==> src/rtl/store_data_port_arbiter_pkg.sv <==
// Shared store-data lookup types: sequence numbers, the lookup uop, the branch
// provider bundle and wrap-aware age helpers.
// Optional build macro used by the arbiter top: STDATA_ARB_SKID_EN.
package store_data_port_arbiter_pkg;

  localparam int SQN_W  = 6;
  localparam int TAG_W  = 7;
  localparam int OFFS_W = 4;

  // Largest number of store-data issue queues one arbiter instance supports.
  localparam int STDATA_ARB_MAX_REQ = 4;

  typedef logic [SQN_W-1:0] SqN;

  typedef struct packed {
    logic              valid;
    logic [TAG_W-1:0]  tag;
    SqN                storeSqN;
    logic [OFFS_W-1:0] offs;
  } StDataLookupUOp;

  typedef struct packed {
    logic taken;
    logic flush;
    SqN   storeSqN;
  } BranchProv;

  // a is strictly older than b: $signed(a - b) < 0, modular in SQN_W.
  function automatic logic sqn_older(input SqN a, input SqN b);
    SqN diff;
    diff = a - b;
    return diff[SQN_W-1];
  endfunction

  // a is strictly younger than b: $signed(a - b) > 0, modular in SQN_W.
  function automatic logic sqn_younger(input SqN a, input SqN b);
    SqN diff;
    diff = a - b;
    return (diff != '0) && !diff[SQN_W-1];
  endfunction

endpackage

==> src/rtl/store_data_port_arbiter_age_select.sv <==
// sqn_age_select: combinational oldest-valid selector over NUM_REQ candidates.
// Ages compare wrap-aware on storeSqN; equal sequence numbers resolve to the
// lowest index. Kept generic so load-side arbiters can reuse it.
module sqn_age_select
  import store_data_port_arbiter_pkg::*;
#(
  parameter int  NUM_REQ = 2,
  localparam int IDX_W   = (NUM_REQ > 1) ? $clog2(NUM_REQ) : 1
) (
  input  logic [NUM_REQ-1:0] valid,
  input  SqN                 sqn [NUM_REQ],
  output logic [IDX_W-1:0]   idx,
  output logic               any
);

  SqN best_sqn;

  // Scan low to high, replacing the current pick only when strictly older so
  // that ties stay with the lower index.
  always_comb begin
    idx      = '0;
    any      = 1'b0;
    best_sqn = '0;
    for (int i = 0; i < NUM_REQ; i++) begin
      if (valid[i] && (!any || sqn_older(sqn[i], best_sqn))) begin
        idx      = IDX_W'(i);
        any      = 1'b1;
        best_sqn = sqn[i];
      end
    end
  end

endmodule

==> src/rtl/store_data_port_arbiter.sv <==
// store_data_port_arbiter: shares the single store-data register-file read
// port between NUM_REQ store-data issue queues. The oldest valid candidate is
// granted into a registered lookup stage; wrong-path uops are squashed on
// branch mispredicts and the stage holds while the consumer stalls.
// Optional build macro: STDATA_ARB_SKID_EN adds a one-entry skid buffer so the
// grant no longer depends combinationally on IN_ready.
//
// Handshakes: an issue queue's uop i transfers when IN_uop[i].valid &&
// OUT_ready[i]; the lookup stage transfers downstream when OUT_uop.valid &&
// IN_ready. A transfer is final once both sides see it in the same cycle,
// even if a branch squashes the entry at that edge.
module store_data_port_arbiter
  import store_data_port_arbiter_pkg::*;
#(
  parameter int NUM_REQ = 2
) (
  input  logic               clk,
  input  logic               rst,
  input  StDataLookupUOp     IN_uop [NUM_REQ],
  output logic [NUM_REQ-1:0] OUT_ready,
  input  BranchProv          IN_branch,
  input  logic               IN_ready,
  output StDataLookupUOp     OUT_uop,
  output logic               OUT_idle
);

  localparam int IDX_W = (NUM_REQ > 1) ? $clog2(NUM_REQ) : 1;

  logic [NUM_REQ-1:0] req_valid;
  SqN                 req_sqn [NUM_REQ];
  logic [IDX_W-1:0]   sel_idx;
  logic               sel_any;
  StDataLookupUOp     win_uop;
  logic               grant;
  logic               out_squash;

  // Split the candidate bundles into the fields the age selector needs.
  always_comb begin
    req_valid = '0;
    for (int i = 0; i < NUM_REQ; i++) begin
      req_valid[i] = IN_uop[i].valid;
      req_sqn[i]   = IN_uop[i].storeSqN;
    end
  end

  sqn_age_select #(
    .NUM_REQ (NUM_REQ)
  ) u_age_select (
    .valid (req_valid),
    .sqn   (req_sqn),
    .idx   (sel_idx),
    .any   (sel_any)
  );

  assign win_uop = IN_uop[sel_idx];

  // A held entry dies on a taken branch when flushing or strictly younger
  // than the branch; an equal sequence number is the branch itself and stays.
  function automatic logic squash_hit(input StDataLookupUOp uop, input BranchProv br);
    return uop.valid && br.taken && (br.flush || sqn_younger(uop.storeSqN, br.storeSqN));
  endfunction

  assign out_squash = squash_hit(OUT_uop, IN_branch);

  // Only the winner ever sees ready; reset forces every grant low.
  always_comb begin
    OUT_ready = '0;
    if (grant) begin
      OUT_ready[sel_idx] = 1'b1;
    end
  end

`ifdef STDATA_ARB_SKID_EN

  StDataLookupUOp skid_q;
  logic           skid_squash;
  logic           out_keep;
  logic           skid_keep;

  assign skid_squash = squash_hit(skid_q, IN_branch);

  // Grant depends on registered state only: a free skid slot always has
  // room for one more uop regardless of what the consumer does this cycle.
  assign grant = rst && sel_any && !skid_q.valid && !IN_branch.taken;

  // OUT_uop survives the edge if it is neither consumed nor squashed.
  assign out_keep  = OUT_uop.valid && !IN_ready && !out_squash;
  assign skid_keep = skid_q.valid && !skid_squash;

  // Output stage plus skid: the skid is always older than a fresh grant, so
  // it refills OUT_uop first and a same-cycle grant lands behind it.
  always_ff @(posedge clk) begin
    if (!rst) begin
      OUT_uop.valid <= 1'b0;
      skid_q.valid  <= 1'b0;
    end else if (out_keep) begin
      if (!skid_keep) begin
        if (grant) begin
          skid_q <= win_uop;
        end else begin
          skid_q.valid <= 1'b0;
        end
      end
    end else if (skid_keep) begin
      // A valid skid blocks granting, so the skid simply empties here.
      OUT_uop      <= skid_q;
      skid_q.valid <= 1'b0;
    end else begin
      if (grant) begin
        OUT_uop <= win_uop;
      end else begin
        OUT_uop.valid <= 1'b0;
      end
      skid_q.valid <= 1'b0;
    end
  end

  assign OUT_idle = !OUT_uop.valid && !skid_q.valid;

`else

  logic load_en;

  // The stage can take a new uop when it is empty or being drained now.
  assign load_en = !OUT_uop.valid || IN_ready;
  assign grant   = rst && sel_any && load_en && !IN_branch.taken;

  // Output stage: load the winner, drain to empty, or hold under backpressure
  // unless a branch kills the held entry.
  always_ff @(posedge clk) begin
    if (!rst) begin
      OUT_uop.valid <= 1'b0;
    end else if (load_en) begin
      if (grant) begin
        OUT_uop <= win_uop;
      end else begin
        OUT_uop.valid <= 1'b0;
      end
    end else if (out_squash) begin
      OUT_uop.valid <= 1'b0;
    end
  end

  assign OUT_idle = !OUT_uop.valid;

`endif

endmodule

==> config.mk <==
export PLATFORM = sky130hd
export DESIGN_NAME = store_data_port_arbiter
export DESIGN_NICKNAME = d
export VERILOG_FILES = /design/src/rtl/store_data_port_arbiter_pkg.sv /design/src/rtl/store_data_port_arbiter_age_select.sv /design/src/rtl/store_data_port_arbiter.sv
export SDC_FILE = /design/constraint.sdc
export NUM_CORES = 1
export LEC_CHECK = 0
export CAP_MARGIN = 20
export CORE_MARGIN = 2
export CORE_UTILIZATION = 38
export DETAILED_ROUTE_END_ITERATION = 7
export GPL_TIMING_DRIVEN = 0
export PLACE_DENSITY = 0.8
export SYNTH_ARGS = -nofsm -noshare
export SYNTH_HDL_FRONTEND = slang
export SYNTH_SLANG_ARGS = --single-unit
==> constraint.sdc <==
create_clock -name clk -period 4.8 [get_ports clk]
set_input_delay 1.44 -clock clk [delete_from_list [all_inputs] [get_ports clk]]
set_output_delay 1.44 -clock clk [all_outputs]
set_load 0.01 [all_outputs]
### Word-level counts from Yosys, hierarchy flattened

Index checks and enable logic that the tools add are counted.

* logic and storage cells: 41
* input port bits: 47
* bits in registers: 18
* output and inout bits: 21

* bitwise gates (word level): 1
* add/sub/neg operators: 2
* reductions and logical operators: 18
* order comparisons: 3
* mux-type cells: 13

Operators with widths (count)
* two-way mux 18 bit: 3
* subtractor 6 bit: 2
* logical AND 1 bit: 8
* two-way mux 1 bit: 7
* two-way mux 6 bit: 1
* nonzero test 6 bit: 1
* zero test 1 bit: 4
* logical OR 1 bit: 3
* AND reduction 3 bit: 1
* greater-or-equal comparator 2 bit, second input constant: 1
* less-than comparator 1 x 2 -> 1 bit, second input constant: 1
* two-way mux 2 bit: 1
* inverter 1 -> 2 bit: 1
* nonzero test 2 bit: 1
* demux 1 bit (select 1 bit): 1
* greater-or-equal comparator 1 bit, second input constant: 1

### Longest topological paths before layout

* depth in word-level cells: 11
* gate-level depth with buffers: 8
* gate-level depth less buffers: 8

### Cells and area by module

From an unflattened synthesis, not the netlist that was laid out.

* cells, all modules: 104
* area, all modules: 1239.9 µm²

By module, submodules not included
* store_data_port_arbiter: times used 1, area each 1047.3 µm², cells each 81, seq. area each 530.5 µm²
* sqn_age_select: times used 1, area each 192.7 µm², cells each 23, seq. area each 0.0 µm²

### Worst setup path after synthesis

Ideal clock, no wire load.

* path kind: input to output
* start point: input IN_uop[24] (netlist name)
* end point: output OUT_ready[0]
* required time: 3.360 ns
* stages: 8
* path slack: 0.451 ns
* path buffers: 1
* arrival time: 2.909 ns
* path through: nand2_1 -> ha_1 -> a211oi_2 -> o221ai_2 -> xnor2_1 -> o21ai_4 -> buf_12 -> and2_2

* cells in the longest elaborated chain, start to end: 10
* elaborated cells on any way between the ends: 15
* those cells by class: add/sub (1); order compare (2); mux (6); reduce/logical (6)

RTL lines
* start, declared: line store_data_port_arbiter.sv:19 `input StDataLookupUOp IN_uop [NUM_REQ],`
* two-way mux 6 bit *: line store_data_port_arbiter_age_select.sv:25 `if (valid[i] && (!any || sqn_older(sqn[i], best_sqn))) begin`
* subtractor 6 bit *: line store_data_port_arbiter_pkg.sv:31 `diff = a - b;`
* logical OR 1 bit *: line store_data_port_arbiter_age_select.sv:25
* logical AND 1 bit *: line store_data_port_arbiter_age_select.sv:25
* two-way mux 1 bit: line store_data_port_arbiter_age_select.sv:25
* less-than comparator 1 x 2 -> 1 bit (not written as such) / greater-or-equal comparator 1 bit (equally long branches): line store_data_port_arbiter.sv:69 `OUT_ready[sel_idx] = 1'b1;`
* logical AND 1 bit (not written as such): line store_data_port_arbiter.sv:69
* two-way mux 1 bit (not written as such): line store_data_port_arbiter.sv:69
* demux 1 bit (select 1 bit): line store_data_port_arbiter.sv:69
* two-way mux 2 bit *: line store_data_port_arbiter.sv:68 `if (grant) begin`
* end, declared: line store_data_port_arbiter.sv:20 `output logic [NUM_REQ-1:0] OUT_ready,`

Mark *: on every way between the ends. The rest lies on a longest branch, timed or not.

### Final worst setup path

* start point: input IN_uop[5] (netlist name)
* end point: output OUT_ready[0]

* cells in the longest elaborated chain, start to end: 9
* elaborated cells on any way between the ends: 14
* those cells by class: add/sub (1); order compare (2); mux (5); reduce/logical (6)

RTL lines (line)
* subtractor 6 bit *: store_data_port_arbiter_pkg.sv:31
* logical OR 1 bit *: store_data_port_arbiter_age_select.sv:25
* logical AND 1 bit *: store_data_port_arbiter_age_select.sv:25
* two-way mux 1 bit: store_data_port_arbiter_age_select.sv:25
* less-than comparator 1 x 2 -> 1 bit (not written as such) / greater-or-equal comparator 1 bit (equally long branches): store_data_port_arbiter.sv:69
* logical AND 1 bit (not written as such): store_data_port_arbiter.sv:69
* two-way mux 1 bit (not written as such): store_data_port_arbiter.sv:69
* demux 1 bit (select 1 bit): store_data_port_arbiter.sv:69
* two-way mux 2 bit *: store_data_port_arbiter.sv:68

Marked as above.

==> flow_metrics.py <==
metrics = {
    "status": {
        "status": "finished, final reports clean",
    },
    "cells_and_area": {
        "final_util": 0.674,
        "nets": 231,
        "largest_register_ffs": 18,
        "antenna_cells": 0,
        "fin_cells": 217,
        "drive_gt1_frac": 0.243,
        "regMostFlops": "OUT_uop",
        "reg.largest.list": "OUT_uop x18",
        "layout_common_cells": "clkdlybuf4s50_1 (59), edfxtp_1 (17), inv_1 (9), mux2_2 (9), mux2_4 (8)",
        "area_growth_pct": 70.0,
        "final_common_cell": "clkdlybuf4s50_1",
    },
    "sta": {
        "fin_setup_tns_ps": 0,
        "min_period_ps": 4750,
        "fin_worst_skew_ps": 4.56,
        "final-setup-viol-count": 0,
        "slew_headroom": 0.749,
        "fin_ws_ps": 52.1,
        "min_period_over_period": 0.989,
        "slew_violations": 0,
        "worstMarginPinSlew_ps": 376,
        "rsz0062_at_grt": "false",
        "fmax_mhz": 211,
        "hold_viol_final": 0,
    },
    "critical_path": {
        "required_ps": 3360,
        "reg2reg_slack_ps": 2750,
        "rr_endpoint": "OUT_uop[17]",
        "critPathKind": "in2out",
        "r2r_start": "OUT_uop[4]",
        "ff2ff_path_depth": 8,
        "cp_max_fo": 4,
        "crit_path_top_delay_cell": "clkdlybuf4s50_1",
        "worstSetupStartpointType": "input pin",
        "end_kind": "output port",
        "cp-endpoint": "OUT_ready[0]",
        "cp_slowest_stage_delay_ps": 480,
        "arrival_ps": 3310,
        "path_cells": "clkdlybuf4s50_1 > ha_4 > nand4_1 > o221ai_2 > xnor2_2 > o21ai_4 > buf_12 > and2_2 > buf_2",
        "cp-startpoint": "IN_uop[5]",
    },
    "power": {
        "power-per-cell-area_nw_per_um2": 204,
        "p_total_mw": 0.419,
        "peakVddDrop_v": 0.000134,
        "total_leakage_power_nw": 0.841,
    },
    "clocking": {
        "clk_pin_slew_ps": 110,
        "cts-hold-fix-buffers": 0,
        "cts_htree_levels": 1,
        "cts_tree": "built",
        "cts_buffers": 3,
        "clockBufferDepth": 2,
        "cts-root-buf": "clkbuf_4",
        "numClockSinks": 18,
        "insertion_delay_ps": 290,
    },
    "flow_run": {
        "cap_violations": 0,
    },
    "synth": {
        "synth_top_area_frac": 0.422,
        "ys_types": 29,
        "syn_inst": 97,
        "syn_area_um2": 1210,
        "ys_ff_latch": 18,
        "synth_nets": 154,
        "avgSynthCellArea_um2": 12.5,
        "synth_area_leaders": "edfxtp_1 (42%), mux2_4 (9.9%), ha_1 (9.3%), mux2_2 (8.4%), xor2_1 (3.6%)",
        "yosys_warnings": 0,
        "yosys.area.top_type": "edfxtp_1",
        "seq_area_frac_synth": 0.438,
    },
    "hold_path": {
        "min_from": "OUT_uop[17]",
        "hold_depth": 4,
        "hp-class": "reg2reg",
    },
    "floorplanning": {
        "die_x_um": 60.4,
        "coreArea_um2": 3050,
        "io_pins": 68,
        "num_rows": 20,
        "die_y_um": 60.4,
        "die-area_um2": 3650,
        "initial_core_util": 0.396,
    },
    "global_routing": {
        "grt_util_all_layers": 0.155,
        "grt_pass1_vias": 960,
        "globalRoute.totalOverflow": 0,
        "grt_pass1_wl_mm": 4.22,
        "grt_max_degree": 19,
        "antenna_found_initial": 0,
    },
    "route": {
        "wire_per_inst_um": 13.7,
        "drc": 0,
        "wirelength_mm": 2.98,
        "viasPerCell": 4.64,
        "drtIter0Drc": 18,
        "num_vias": 1006,
        "ant_nets": 0,
        "dr.pass1.iters": 4,
    },
    "placed_design": {
        "place_inst": 208,
        "io_buffers": 67,
        "dp_slack_ps": -898,
        "place_hpwl_mm": 2.39,
        "place_congestion": 0.885,
    },
}
[cell families after synthesis]
kind of cell,synth area share
buffers and inverters,0.0476
AO/OA/AOI/OAI,0.0734
adder cells (fa/ha/maj),0.110
AND/OR/NAND/NOR,0.0972
multiplexers,0.183
XOR/XNOR,0.0507
flip-flops,0.438
[per-stage QoR]
stage	cell area [µm²]	hold slack (ps)
final	2060	741
after global routing	2060	825
after CTS	2010	757
after detailed placement	1940	738
after global placement	1940	686
after floorplan	1210	756
[final cells by class]
| type | count | area [µm²] |
|---|---|---|
| flip-flops and latches | 18 | 531 |
| well taps | 44 | 55.1 |
| clock buffers | 3 | 22.5 |
| clock inverters | 1 | 3.75 |
| multi-input cells | 68 | 682 |
| fillers | 260 | 996 |
| repair buffers | 72 | 702 |
| plain buffers | 1 | 20.0 |
| inverters | 10 | 41.3 |
[critical path: cells and delay by family]
kind	cells	cell delay, ps
AOI/OAI and AO/OA	2	370
adders and majority gates	1	290
xor gates and xnor gates	1	170
buffers and inverters	3	750
and+or+nand+nor	2	290
[synth_stat cells (all sizes together)]
library cell and n:
a211oi 1, a21oi 3, and2 1, buf 1
dfxtp 1, edfxtp 17, fa 1, ha 9
inv 10, mux2 17, nand2 4, nand2b 3
nand3 1, nand3b 1, nand4 1, nor2 7
nor2b 1, nor3 1, o21ai 4, o221ai 2
o22ai 1, or2 1, or3 1, or4 1
xnor2 2, xor2 5
[how the worst min path moves through the flow]
stage	to
2_1_floorplan	OUT_uop[17]
3_3_place_gp	OUT_uop[17]
3_5_place_dp	OUT_uop[17]
4_1_cts	OUT_uop[17]
5_1_grt	OUT_uop[17]
6_report	OUT_uop[17]
[routing by layer]
layer	GRT usage	vias to the layer above	wire [µm]
met4	0.0528	0	25
li1	-	501	-
met5	0	-	0
met1	0.179	468	1120
met3	0.00853	2	115
met2	0.301	35	1720
[power by group]
part / switching [mW] / internal (mW) / leakage, nW
clock network: 0.0463 / 0.0302 / 0.0154
logic: 0.0586 / 0.0984 / 0.660
registers: 0.00293 / 0.183 / 0.165
total: 0.108 / 0.312 / 0.841
[timing repair]
action	CTS	global route
gates cloned	0	0
setup buffers	3	2
endpoints found under the setup margin	2	2
resized for setup	16	11
pin swaps	6	7
(Power assumes the default switching activity.)
